<file path="src/rtl/mips_bus_wait_injector_pkg.sv">
// Shared types and constants for the bus wait-state injector.
package mips_bus_pkg;

  localparam int LFSR_W  = 16;
  localparam int STALL_W = 4;
  localparam logic [LFSR_W-1:0] LFSR_TAPS = 16'hB400;

  typedef enum logic [1:0] {
    IDLE,
    STALL,
    ISSUE,
    RESP
  } bus_inj_state_t;

  // One step of the right-shifting Galois LFSR.
  function automatic logic [LFSR_W-1:0] lfsr_next(input logic [LFSR_W-1:0] cur);
    return (cur >> 1) ^ (cur[0] ? LFSR_TAPS : '0);
  endfunction

endpackage

</file>
<file path="src/rtl/mips_bus_wait_injector_if.sv">
// Avalon-MM bus bundle; one instance on the CPU side, one on the memory side.
interface mips_bus_wait_injector_if;

  logic [31:0] address;
  logic        read;
  logic        write;
  logic [3:0]  byteenable;
  logic [31:0] writedata;
  logic        waitrequest;
  logic [31:0] readdata;

  modport master (
    output address, read, write, byteenable, writedata,
    input  waitrequest, readdata
  );

  modport slave (
    input  address, read, write, byteenable, writedata,
    output waitrequest, readdata
  );

endinterface

</file>
<file path="src/rtl/mips_bus_wait_injector_lfsr.sv">
// 16-bit Galois LFSR that steps only when asked to.
module mips_bus_lfsr
  import mips_bus_pkg::*;
#(
  parameter logic [LFSR_W-1:0] SEED = 16'hACE1
) (
  input  logic              clk,
  input  logic              reset,
  input  logic              advance,
  output logic [LFSR_W-1:0] state
);

  // Hold the sequence until a transaction is accepted.
  always_ff @(posedge clk or negedge reset) begin
    if (!reset) begin
      state <= SEED;
    end else if (advance) begin
      state <= lfsr_next(state);
    end
  end

endmodule

</file>
<file path="src/rtl/mips_bus_wait_injector.sv">
// Pass-through Avalon-MM stage that holds every CPU transfer for a
// programmable number of wait states before forwarding it to memory.
module mips_bus_wait_injector
  import mips_bus_pkg::*;
#(
  parameter int                STALL_MODE  = 0,
  parameter int                FIXED_STALL = 2,
  parameter logic [LFSR_W-1:0] LFSR_SEED   = 16'hACE1
) (
  input  logic                      clk,
  input  logic                      reset,
  mips_bus_wait_injector_if.slave   m,
  mips_bus_wait_injector_if.master  s,
  output logic                      protocol_error,
  output logic [15:0]               txn_count
);

  localparam logic [STALL_W-1:0] FIXED_N = STALL_W'(FIXED_STALL);

  bus_inj_state_t     state;
  logic [STALL_W-1:0] stall_cnt;
  logic [STALL_W-1:0] stall_n;
  logic [LFSR_W-1:0]  lfsr_state;
  logic               request;
  logic               accept;

  logic [31:0] lat_address;
  logic [3:0]  lat_byteenable;
  logic [31:0] lat_writedata;
  logic        lat_write;

  logic        wait_r;
  logic [31:0] rdata_r;
  logic [31:0] s_address_r;
  logic        s_read_r;
  logic        s_write_r;
  logic [3:0]  s_byteenable_r;
  logic [31:0] s_writedata_r;

  assign request = m.read | m.write;
  assign accept  = (state == IDLE) && request;
  assign stall_n = (STALL_MODE == 1) ? lfsr_state[STALL_W-1:0] : FIXED_N;

  mips_bus_lfsr #(
    .SEED (LFSR_SEED)
  ) u_lfsr (
    .clk     (clk),
    .reset   (reset),
    .advance (accept),
    .state   (lfsr_state)
  );

  // Capture the accepted request; write wins when both strobes are high.
  always_ff @(posedge clk) begin
    if (accept) begin
      lat_address    <= m.address;
      lat_byteenable <= m.byteenable;
      lat_writedata  <= m.writedata;
      lat_write      <= m.write;
    end
  end

  // Transaction FSM with registered bus outputs, counters and error flag.
  always_ff @(posedge clk or negedge reset) begin
    if (!reset) begin
      state          <= IDLE;
      stall_cnt      <= '0;
      wait_r         <= 1'b1;
      rdata_r        <= '0;
      s_address_r    <= '0;
      s_read_r       <= 1'b0;
      s_write_r      <= 1'b0;
      s_byteenable_r <= '0;
      s_writedata_r  <= '0;
      txn_count      <= '0;
      protocol_error <= 1'b0;
    end else begin
      case (state)
        IDLE: begin
          if (request) begin
            if (m.read && m.write) begin
              protocol_error <= 1'b1;
            end
            stall_cnt <= stall_n;
            if (stall_n != '0) begin
              state <= STALL;
            end else begin
              // Zero stall: the latches are not valid yet, so forward directly.
              state          <= ISSUE;
              s_address_r    <= m.address;
              s_read_r       <= ~m.write;
              s_write_r      <= m.write;
              s_byteenable_r <= m.byteenable;
              s_writedata_r  <= m.writedata;
            end
          end
        end
        STALL: begin
          stall_cnt <= stall_cnt - 1'b1;
          if (stall_cnt == STALL_W'(1)) begin
            state          <= ISSUE;
            s_address_r    <= lat_address;
            s_read_r       <= ~lat_write;
            s_write_r      <= lat_write;
            s_byteenable_r <= lat_byteenable;
            s_writedata_r  <= lat_writedata;
          end
        end
        ISSUE: begin
          if (!s.waitrequest) begin
            if (!lat_write) begin
              rdata_r <= s.readdata;
            end
            s_address_r    <= '0;
            s_read_r       <= 1'b0;
            s_write_r      <= 1'b0;
            s_byteenable_r <= '0;
            s_writedata_r  <= '0;
            wait_r         <= 1'b0;
            txn_count      <= txn_count + 16'd1;
            state          <= RESP;
          end
        end
        RESP: begin
          wait_r <= 1'b1;
          state  <= IDLE;
        end
        default: begin
          state  <= IDLE;
          wait_r <= 1'b1;
        end
      endcase
    end
  end

  assign m.waitrequest = wait_r;
  assign m.readdata    = rdata_r;
  assign s.address     = s_address_r;
  assign s.read        = s_read_r;
  assign s.write       = s_write_r;
  assign s.byteenable  = s_byteenable_r;
  assign s.writedata   = s_writedata_r;

endmodule

</file>
<file path="src/flat_wrapper.sv">
// flat-port wrapper written by rule: the top's interface ports become plain ports
module mips_bus_wait_injector_flat import mips_bus_pkg::*;
#(
  parameter int                STALL_MODE  = 0,
  parameter int                FIXED_STALL = 2,
  parameter logic [LFSR_W-1:0] LFSR_SEED   = 16'hACE1
)
  (clk, reset, protocol_error, txn_count, m_address, m_read, m_write, m_byteenable, m_writedata, m_waitrequest, m_readdata, s_address, s_read, s_write, s_byteenable, s_writedata, s_waitrequest, s_readdata);
  mips_bus_wait_injector_if m_i ();
  mips_bus_wait_injector_if s_i ();
  input  logic clk;
  input  logic reset;
  output logic protocol_error;
  output logic [15:0] txn_count;
  input wire logic [$bits(m_i.address)-1:0] m_address;
  input wire logic [$bits(m_i.read)-1:0] m_read;
  input wire logic [$bits(m_i.write)-1:0] m_write;
  input wire logic [$bits(m_i.byteenable)-1:0] m_byteenable;
  input wire logic [$bits(m_i.writedata)-1:0] m_writedata;
  output wire logic [$bits(m_i.waitrequest)-1:0] m_waitrequest;
  output wire logic [$bits(m_i.readdata)-1:0] m_readdata;
  output wire logic [$bits(s_i.address)-1:0] s_address;
  output wire logic [$bits(s_i.read)-1:0] s_read;
  output wire logic [$bits(s_i.write)-1:0] s_write;
  output wire logic [$bits(s_i.byteenable)-1:0] s_byteenable;
  output wire logic [$bits(s_i.writedata)-1:0] s_writedata;
  input wire logic [$bits(s_i.waitrequest)-1:0] s_waitrequest;
  input wire logic [$bits(s_i.readdata)-1:0] s_readdata;
  assign m_i.address = m_address;
  assign m_i.read = m_read;
  assign m_i.write = m_write;
  assign m_i.byteenable = m_byteenable;
  assign m_i.writedata = m_writedata;
  assign m_waitrequest = m_i.waitrequest;
  assign m_readdata = m_i.readdata;
  assign s_address = s_i.address;
  assign s_read = s_i.read;
  assign s_write = s_i.write;
  assign s_byteenable = s_i.byteenable;
  assign s_writedata = s_i.writedata;
  assign s_i.waitrequest = s_waitrequest;
  assign s_i.readdata = s_readdata;
  mips_bus_wait_injector #(.STALL_MODE(STALL_MODE), .FIXED_STALL(FIXED_STALL), .LFSR_SEED(LFSR_SEED)) u_core (.clk(clk), .reset(reset), .m(m_i), .s(s_i), .protocol_error(protocol_error), .txn_count(txn_count));
endmodule
</file>
<file path="config.mk">
export PLATFORM = sky130hd
export DESIGN_NAME = mips_bus_wait_injector_flat
export DESIGN_NICKNAME = d
export VERILOG_FILES = /design/src/rtl/mips_bus_wait_injector_pkg.sv /design/src/rtl/mips_bus_wait_injector_if.sv /design/src/rtl/mips_bus_wait_injector_lfsr.sv /design/src/rtl/mips_bus_wait_injector.sv /design/src/flat_wrapper.sv
export SDC_FILE = /design/constraint.sdc
export NUM_CORES = 1
export LEC_CHECK = 0
export ABC_CLOCK_PERIOD_IN_PS = 2500
export CORE_AREA = 2 2 137 139
export CTS_CLUSTER_SIZE = 10
export DETAILED_ROUTE_END_ITERATION = 10
export DIE_AREA = 0 0 139 141
export HOLD_SLACK_MARGIN = 0.06
export PLACE_DENSITY = 0.79
export RECOVER_POWER = 25
export SLEW_MARGIN = 25
export SYNTH_ARGS = -nofsm -noshare
export SYNTH_HDL_FRONTEND = slang
export SYNTH_HIERARCHICAL = 1
export SYNTH_SLANG_ARGS = --single-unit
</file>
<file path="constraint.sdc">
create_clock -name clk -period 2.5 [get_ports clk]
set_input_delay 0.75 -clock clk [delete_from_list [all_inputs] [get_ports clk]]
set_output_delay 0.75 -clock clk [all_outputs]
set_load 0.005 [all_outputs]
</file>
Yosys cells after proc, flatten, opt, wreduce, memory -nomap -nowiden
Index checks and enable logic that the tools add are counted.
{"block": "classes", "bitwise": 3, "n_reduce_logical": 13, "n_eq_ne": 7, "n_mux": 20, "addsub": 2}
{"operator": "$pmux 32 s2", "n": 2}
{"operator": "$mux 32", "n": 3}
{"operator": "$add 16x1->16 const B", "n": 1}
{"operator": "$pmux 4 s2", "n": 2}
{"operator": "$mux 4", "n": 3}
{"operator": "$reduce_and 3->1", "n": 4}
{"operator": "$pmux 2 s4", "n": 1}
{"operator": "$mux 2", "n": 3}
{"operator": "$pmux 1 s2", "n": 3}
{"operator": "$reduce_and 2->1", "n": 3}
{"operator": "$reduce_bool 2->1", "n": 3}
{"operator": "$eq 2x2->1 const B", "n": 2}
{"operator": "$eq 4x1->1 const B", "n": 1}
{"operator": "$ne 2x1->1 const B", "n": 2}
{"operator": "$sub 4x1->4 const B", "n": 1}
{"operator": "$mux 1", "n": 3}
{"operator": "$eq 2x1->1 const B", "n": 1}
{"operator": "$logic_and 1x1->1", "n": 2}
{"operator": "$logic_not 2->1", "n": 1}
{"operator": "$ne 2x2->1 const B", "n": 1}
{"operator": "$not 1->1", "n": 2}
{"operator": "$or 1x1->1", "n": 1}
{"block": "word_totals", "input_bits": 105, "ff_bits": 195, "out_inout_bits": 120}

Logic depth before layout (Yosys ltp)
{"block": "logic_depth", "ltp_word": 3, "ltp_mapped": 8}

Worst setup path before layout
Ideal clock, no wire load.
{"block": "synth_timing", "path_type": "in2reg", "start": "in m_write", "end": "reg u_core.lat_address[0], enable pin", "path_slack_ns": -0.275, "path_stages": 1, "path_buffers": 0, "t_required_ns": 2.068, "arrival_time_ns": 2.343, "path_cell_list": "o21a_1"}
{"block": "synth_between", "elab_chain_len": 2}
{"element": "start, declared", "line_no": "flat_wrapper.sv:17", "rtl": "input wire logic [$bits(m_i.write)-1:0] m_write;"}
{"element": "$or 1x1->1", "line_no": "mips_bus_wait_injector.sv:40", "rtl": "assign request = m.read | m.write;"}
{"element": "$logic_and 1x1->1", "line_no": "mips_bus_wait_injector.sv:41", "rtl": "assign accept = (state == IDLE) && request;"}
{"element": "end signal, assigned", "line_no": "mips_bus_wait_injector.sv:56", "rtl": "lat_address <= m.address;"}
{"element": "end, declared", "line_no": "mips_bus_wait_injector.sv:27", "rtl": "logic [31:0] lat_address;"}
Every way passes these cells.
A chain may end at the register's enable or synchronous reset.

Worst setup path in the final report
{"block": "layout_timing", "start": "reg u_core.wait_r (netlist: u_core/m.waitrequest)", "end": "out m_waitrequest"}
{"element": "start, declared", "line_no": "mips_bus_wait_injector.sv:32", "rtl": "logic wait_r;"}
{"element": "start signal, assigned", "line_no": "mips_bus_wait_injector.sv:68", "rtl": "wait_r <= 1'b1;"}
{"element": "start signal, assigned", "line_no": "mips_bus_wait_injector.sv:119", "rtl": "wait_r <= 1'b0;"}
{"element": "start signal, assigned", "line_no": "mips_bus_wait_injector.sv:125", "rtl": "wait_r <= 1'b1;"}
{"element": "end, declared", "line_no": "flat_wrapper.sv:20", "rtl": "output wire logic [$bits(m_i.waitrequest)-1:0] m_waitrequest;"}
No word-level cell between the ends.

==> impl_metrics.tcl <==
set metrics [dict create \
    outcome "finished, violations left" \
    failed_checks "max-capacitance violations" \
    syn-mean-instance-area_sq_um 13.8 \
    rows 50 \
    setup_violations 0 \
    hpwl_microns 11100 \
    total_power_mw 13.1 \
    antenna_found_initial 0 \
    via_count 4790 \
    clock.fmax_mhz 444 \
    syn-cell-area_sq_um 7480 \
    cts_hold_buf 0 \
    clk_pin_slew_ps 70 \
    drt_iter0_drc 237 \
    ant_nets 0 \
    critical_path.slowest_cell "dfstp_2" \
    grtUsageTotal_pct 16.5 \
    first_pass_iters 4 \
    num_antenna_cells 0 \
    drive_gt1_share_pct 11.2 \
    die_w_microns 139 \
    area_delta_synth_final_pct 42.4 \
    worstSetupEndpointType "output port" \
    rsz0062_at_grt "false" \
    timing.final.ws_setup_ps 246 \
    via_per_inst 4.71 \
    grt_overflow_total 0 \
    cts_resized 0 \
    clk-insertion-delay-late_ps 420 \
    required_ps 1750 \
    finalMaxSlewViolations 0 \
    synthFlopType "dfrtp_1" \
    io_buffers 224 \
    fin_util_pct 58.3 \
    first_global_vias 4943 \
    die_area_sq_um 19600 \
    grt_max_degree 81 \
    numCtsBuffers 17 \
    finalClockSkew_ps 7.36 \
    synthArstFlopShare_pct 64.6 \
    relSlewSlack_pct 0.757 \
    worst_slew_pin_slew_ps 1490 \
    cts_root_buf "clkbuf_16" \
    drc 0 \
    finalCriticalPeriod_ps 2250 \
    pre_cts_slack_ps 199 \
    core_area_sq_um 18300 \
    final_cell_mix "clkdlybuf4s50_1 (222), dfrtp_1 (125), nand2_1 (79), o21ai_1 (70)" \
    initial_core_util_pct 41.0 \
    ys_seq_area_share_pct 69.8 \
    clockBufferDepth 2 \
    ys_warn_count 6 \
    cap_violations 1 \
    crit_chain "clkdlybuf4s50_1" \
    io_pins 225 \
    die_h_microns 141 \
    ctsHtreeMaxLevel 4 \
    finalHoldViolations 0 \
    synth_edf_count 69 \
    post_drt_wl_per_cell_microns 15.5 \
    worstPathArrival_ps 1500 \
    nets 883 \
    clock_sinks 195 \
    fin_crit_sh_pct 90.2 \
    slowest_delay_ps 540 \
    grt_pass1_wl_microns 25600 \
    cp_max_fo 3 \
    power_density_nw_per_um2 1230 \
    path_buf_inv 1 \
    syn-num-nets 656 \
    mostFrequentLayoutCell "clkdlybuf4s50_1" \
    drt_wl_total_microns 15800 \
    ys_seq_elements 195 \
    crit_type "register to output port" \
    leakage_nw 4.36 \
    peakVddDrop_v 0.000690 \
    cts_tree "yes" \
    gp_congestion 0.750 \
    postCtsSetupBuffers 0 \
    yosysUniqueCellTypes 42 \
    cp-start-kind "register" \
    fin_tns_setup_ps 0 \
    hp-class "register to register" \
    synth_cells 543 \
    path_delay_family "flip-flops" \
]
## cells by family (layout without fill, tap and decap cells)
| logic type | Yosys count | after routing | share of synthesized area, % |
|---|---|---|---|
| fa+ha+maj | 8 | 8 | 1.34 |
| xor+xnor | 15 | 15 | 1.76 |
| flops | 195 | 195 | 69.8 |
| mux | 35 | 35 | 5.23 |
| compound gates | 84 | 84 | 6.07 |
| simple gates | 173 | 173 | 12.9 |
| buf+inv | 33 | 273 | 2.91 |
## power breakdown
part	switching (mW)	internal (mW)	total [mW]
registers	0.600	4.61	5.21
logic	2.18	2.67	4.84
clock network	1.28	1.73	3.01
total	4.06	9.01	13.1
## flip-flops by register name (all words and copies together) (netlist names), 4 cells and up
| signal | count |
|---|---|
| u_core/stall_cnt | 4 |
| u_core/m.readdata | 32 |
| u_core/lat_address | 32 |
| u_core/lat_byteenable | 4 |
| u_core/s.byteenable | 4 |
| u_core/lat_writedata | 32 |
| u_core/txn_count | 16 |
| u_core/s.address | 32 |
| u_core/s.writedata | 32 |
## layout make-up
class | instances | area [sq um]
fillers | 1481 | 7610
flip-flops and latches | 195 | 5230
repair buffers | 234 | 2380
multi-input cells | 315 | 2060
clock buffers | 17 | 425
well taps | 234 | 293
clock inverters | 15 | 244
inverters | 7 | 26.3
## routing by layer
layer	vias to the layer above	wire [microns]	global-route usage (%)
met3	22	1040	5.20
met5	-	0	0
met2	172	8050	27.6
met4	0	326	6.11
met1	2281	6340	20.1
li1	2315	-	-
## worst paths after layout
path / from / endpoint / slack, ps / cells after the start
worst max-delay path: u_core/m.waitrequest / m_waitrequest / 250 / 1
worst min-delay path: u_core/s.writedata[4] / u_core/s.writedata[4] / 480 / 2
worst max register to register: u_core/state[1] / u_core/s.address[2] / 710 / 6
worst min register to register: u_core/s.writedata[4] / u_core/s.writedata[4] / 480 / 2
max in group asynchronous: reset / u_core/s.address[31] / 540 / 2
min in group asynchronous: reset / u_core/txn_count[7] / 670 / 1
## tightest hold or removal path, delay by kind of cell, from the launching register on
family           cells  cell delay (ps)
flip-flops           1              340
AO/OA/AOI/OAI        1               60
AND/OR/NAND/NOR      1               50
## stage by stage
stage	std cells	hold slack, ps	instance area, sq um
2_1_floorplan	543	454	7490
3_3_place_gp	985	467	10000
3_5_place_dp	985	477	10000
4_1_cts	1017	175	10700
5_1_grt	1017	512	10700
6_report	1017	481	10700
## synth_stat cells (all sizes together), types with 3 or more instances
library cell	number	area (sq um)
nand4	4	46.3
ha	8	100
buf	15	150
xor2	3	26.3
nand2	79	297
inv	7	26.3
nor2	4	22.5
mux2	33	372
dfrtp	125	3130
nand2b	70	445
nand3	5	25.0
clkbuf	11	41.3
o21ai	75	375
xnor2	12	105
edfxtp	69	2070
No activity file was read; power rests on OpenSTA's default activity.
==> edit: new RTL, config.mk and constraints unchanged <==
The package constant `STALL_W` goes from 4 to 5.
--- a/src/rtl/mips_bus_wait_injector_pkg.sv
+++ b/src/rtl/mips_bus_wait_injector_pkg.sv
@@ -2,7 +2,7 @@
 package mips_bus_pkg;
 
   localparam int LFSR_W  = 16;
-  localparam int STALL_W = 4;
+  localparam int STALL_W = 5;
   localparam logic [LFSR_W-1:0] LFSR_TAPS = 16'hB400;
 
   typedef enum logic [1:0] {
Formal check against the unedited RTL: same outputs for any inputs over 4 cycles, from zero or initial values and one cycle with reset low; that may be too few to reach the edited logic, so the function may still have changed.
==> edit against the original RTL <==
  * Register-to-register slack worse by 0.12 ns
  * Design area is 3.0% higher
  * Wire length increased by 14%
  * Sequential power about the same
  * Sequential cell count rose by 1
  * Area after synthesis up 4.8%
  * Non-clock buffer count is 6 higher
  * Clock power shrank 12%
  * Power is 4.7% lower
  * Critical path depth stayed put
  * Worst setup slack better by 0.012 ns
  * Critical path type unchanged
  * Critical endpoint unchanged
  * Largest cell class unchanged
==> edit: results (changes against the original RTL) <==
<table>
<tr><th>Metric</th><th>Value</th></tr>
<tr><th colspan="2">Run status</th></tr>
<tr><td>Run status</td><td>finished clean</td></tr>
<tr><th colspan="2">Final layout</th></tr>
<tr><td>Layout clock area frac</td><td>5.19% (-1.1 points)</td></tr>
<tr><td>Sequential cell area</td><td>5250 um2 (+0.48%)</td></tr>
<tr><td>Total number of multi-input combinational cells</td><td>328 (+4.1%)</td></tr>
<tr><td>Clock buffer count in the final layout</td><td>21 (+4)</td></tr>
<tr><td>Layout net count</td><td>904 (+2.4%)</td></tr>
<tr><td>Multi-input combinational area share</td><td>21.8% (+2.5 points)</td></tr>
<tr><td>Area of the multi-input gates</td><td>2400 um2 (+16%)</td></tr>
<tr><td>Fill cell total of the finished layout</td><td>1,446 (-2.4%)</td></tr>
<tr><th colspan="2">Global routing</th></tr>
<tr><td>Global-route wire length before repair</td><td>29,300 um (+15%)</td></tr>
<tr><td>Global router's overall resource usage</td><td>18.7% (+2.2 points)</td></tr>
<tr><th colspan="2">Synthesis</th></tr>
<tr><td>Fraction of synthesis flops using an asynchronous set or reset pin</td><td>64.8% (+0.18 points)</td></tr>
<tr><td>Synth Area in Compound Gates</td><td>13.5% (+7.4 points)</td></tr>
<tr><td>Share of the yosys chip area belonging to registers</td><td>66.9% (-2.9 points)</td></tr>
<tr><td>Count of cell types in the netlist</td><td>39 (-7.1%)</td></tr>
<tr><td>Average size of a mapped cell</td><td>13.9 um2 (+0.72%)</td></tr>
<tr><th colspan="2">Routing</th></tr>
<tr><td>Routed length per instance</td><td>17.3 um (+12%)</td></tr>
<tr><td>Number of violations reported at the end of detailed-routing iteration 0</td><td>327 (+38%)</td></tr>
<tr><th colspan="2">Setup path</th></tr>
<tr><td>Depth of the worst register-to-register path</td><td>5 (-1)</td></tr>
<tr><th colspan="2">Placement</th></tr>
<tr><td>Placed Instance Area</td><td>10,400 um2 (+4.1%)</td></tr>
<tr><td>Detail Placement HPWL</td><td>11,900 um (+7.1%)</td></tr>
<tr><th colspan="2">Pwr</th></tr>
<tr><td>Peak supply drop</td><td>0.587 mV (-15%)</td></tr>
<tr><th colspan="2">Clock network</th></tr>
<tr><td>Clock sinks</td><td>196 (+0.51%)</td></tr>
<tr><th colspan="2">STA</th></tr>
<tr><td>Final worst clock skew</td><td>0.0119 ns (+0.00451 ns)</td></tr>
<tr><th colspan="2">Hold path</th></tr>
<tr><td>Hold path depth</td><td>1 (-1)</td></tr>
</table>
-- edit: cell types whose count changed after synthesis, sizes merged, moves of 10 or more --
cell	unedited run	this run
nor2b	0	72
nand2b	70	2
clkbuf	11	21
nand2	79	18
o2bb2ai	0	70
o21ai	75	5
a21oi	2	72
-- edit: path summary, 6_finish.rpt --
path,startpoint,to,slack (ns)
worst max-delay path,u_core/m.waitrequest,m_waitrequest,0.26
worst min-delay path,u_core/m.readdata[5],u_core/m.readdata[5],0.49
worst max register to register,u_core/state[0],u_core/state[1],0.59
worst min register to register,u_core/m.readdata[5],u_core/m.readdata[5],0.49
max in group asynchronous,reset,u_core/state[1],0.78
min in group asynchronous,reset,u_core/txn_count[15],0.54
-- edit: power breakdown --
group,switching (mW),internal [mW]
registers,0.698,4.51
clock network,1.23,1.42
logic,2.05,2.55
-- edit: layer usage --
layer / part of all wire [%] / vias up
li1: - / 2527
met1: 46 / 2654
met2: 47 / 183
met3: 6.6 / 15
met4: 0.70 / 0
met5: 0 / -
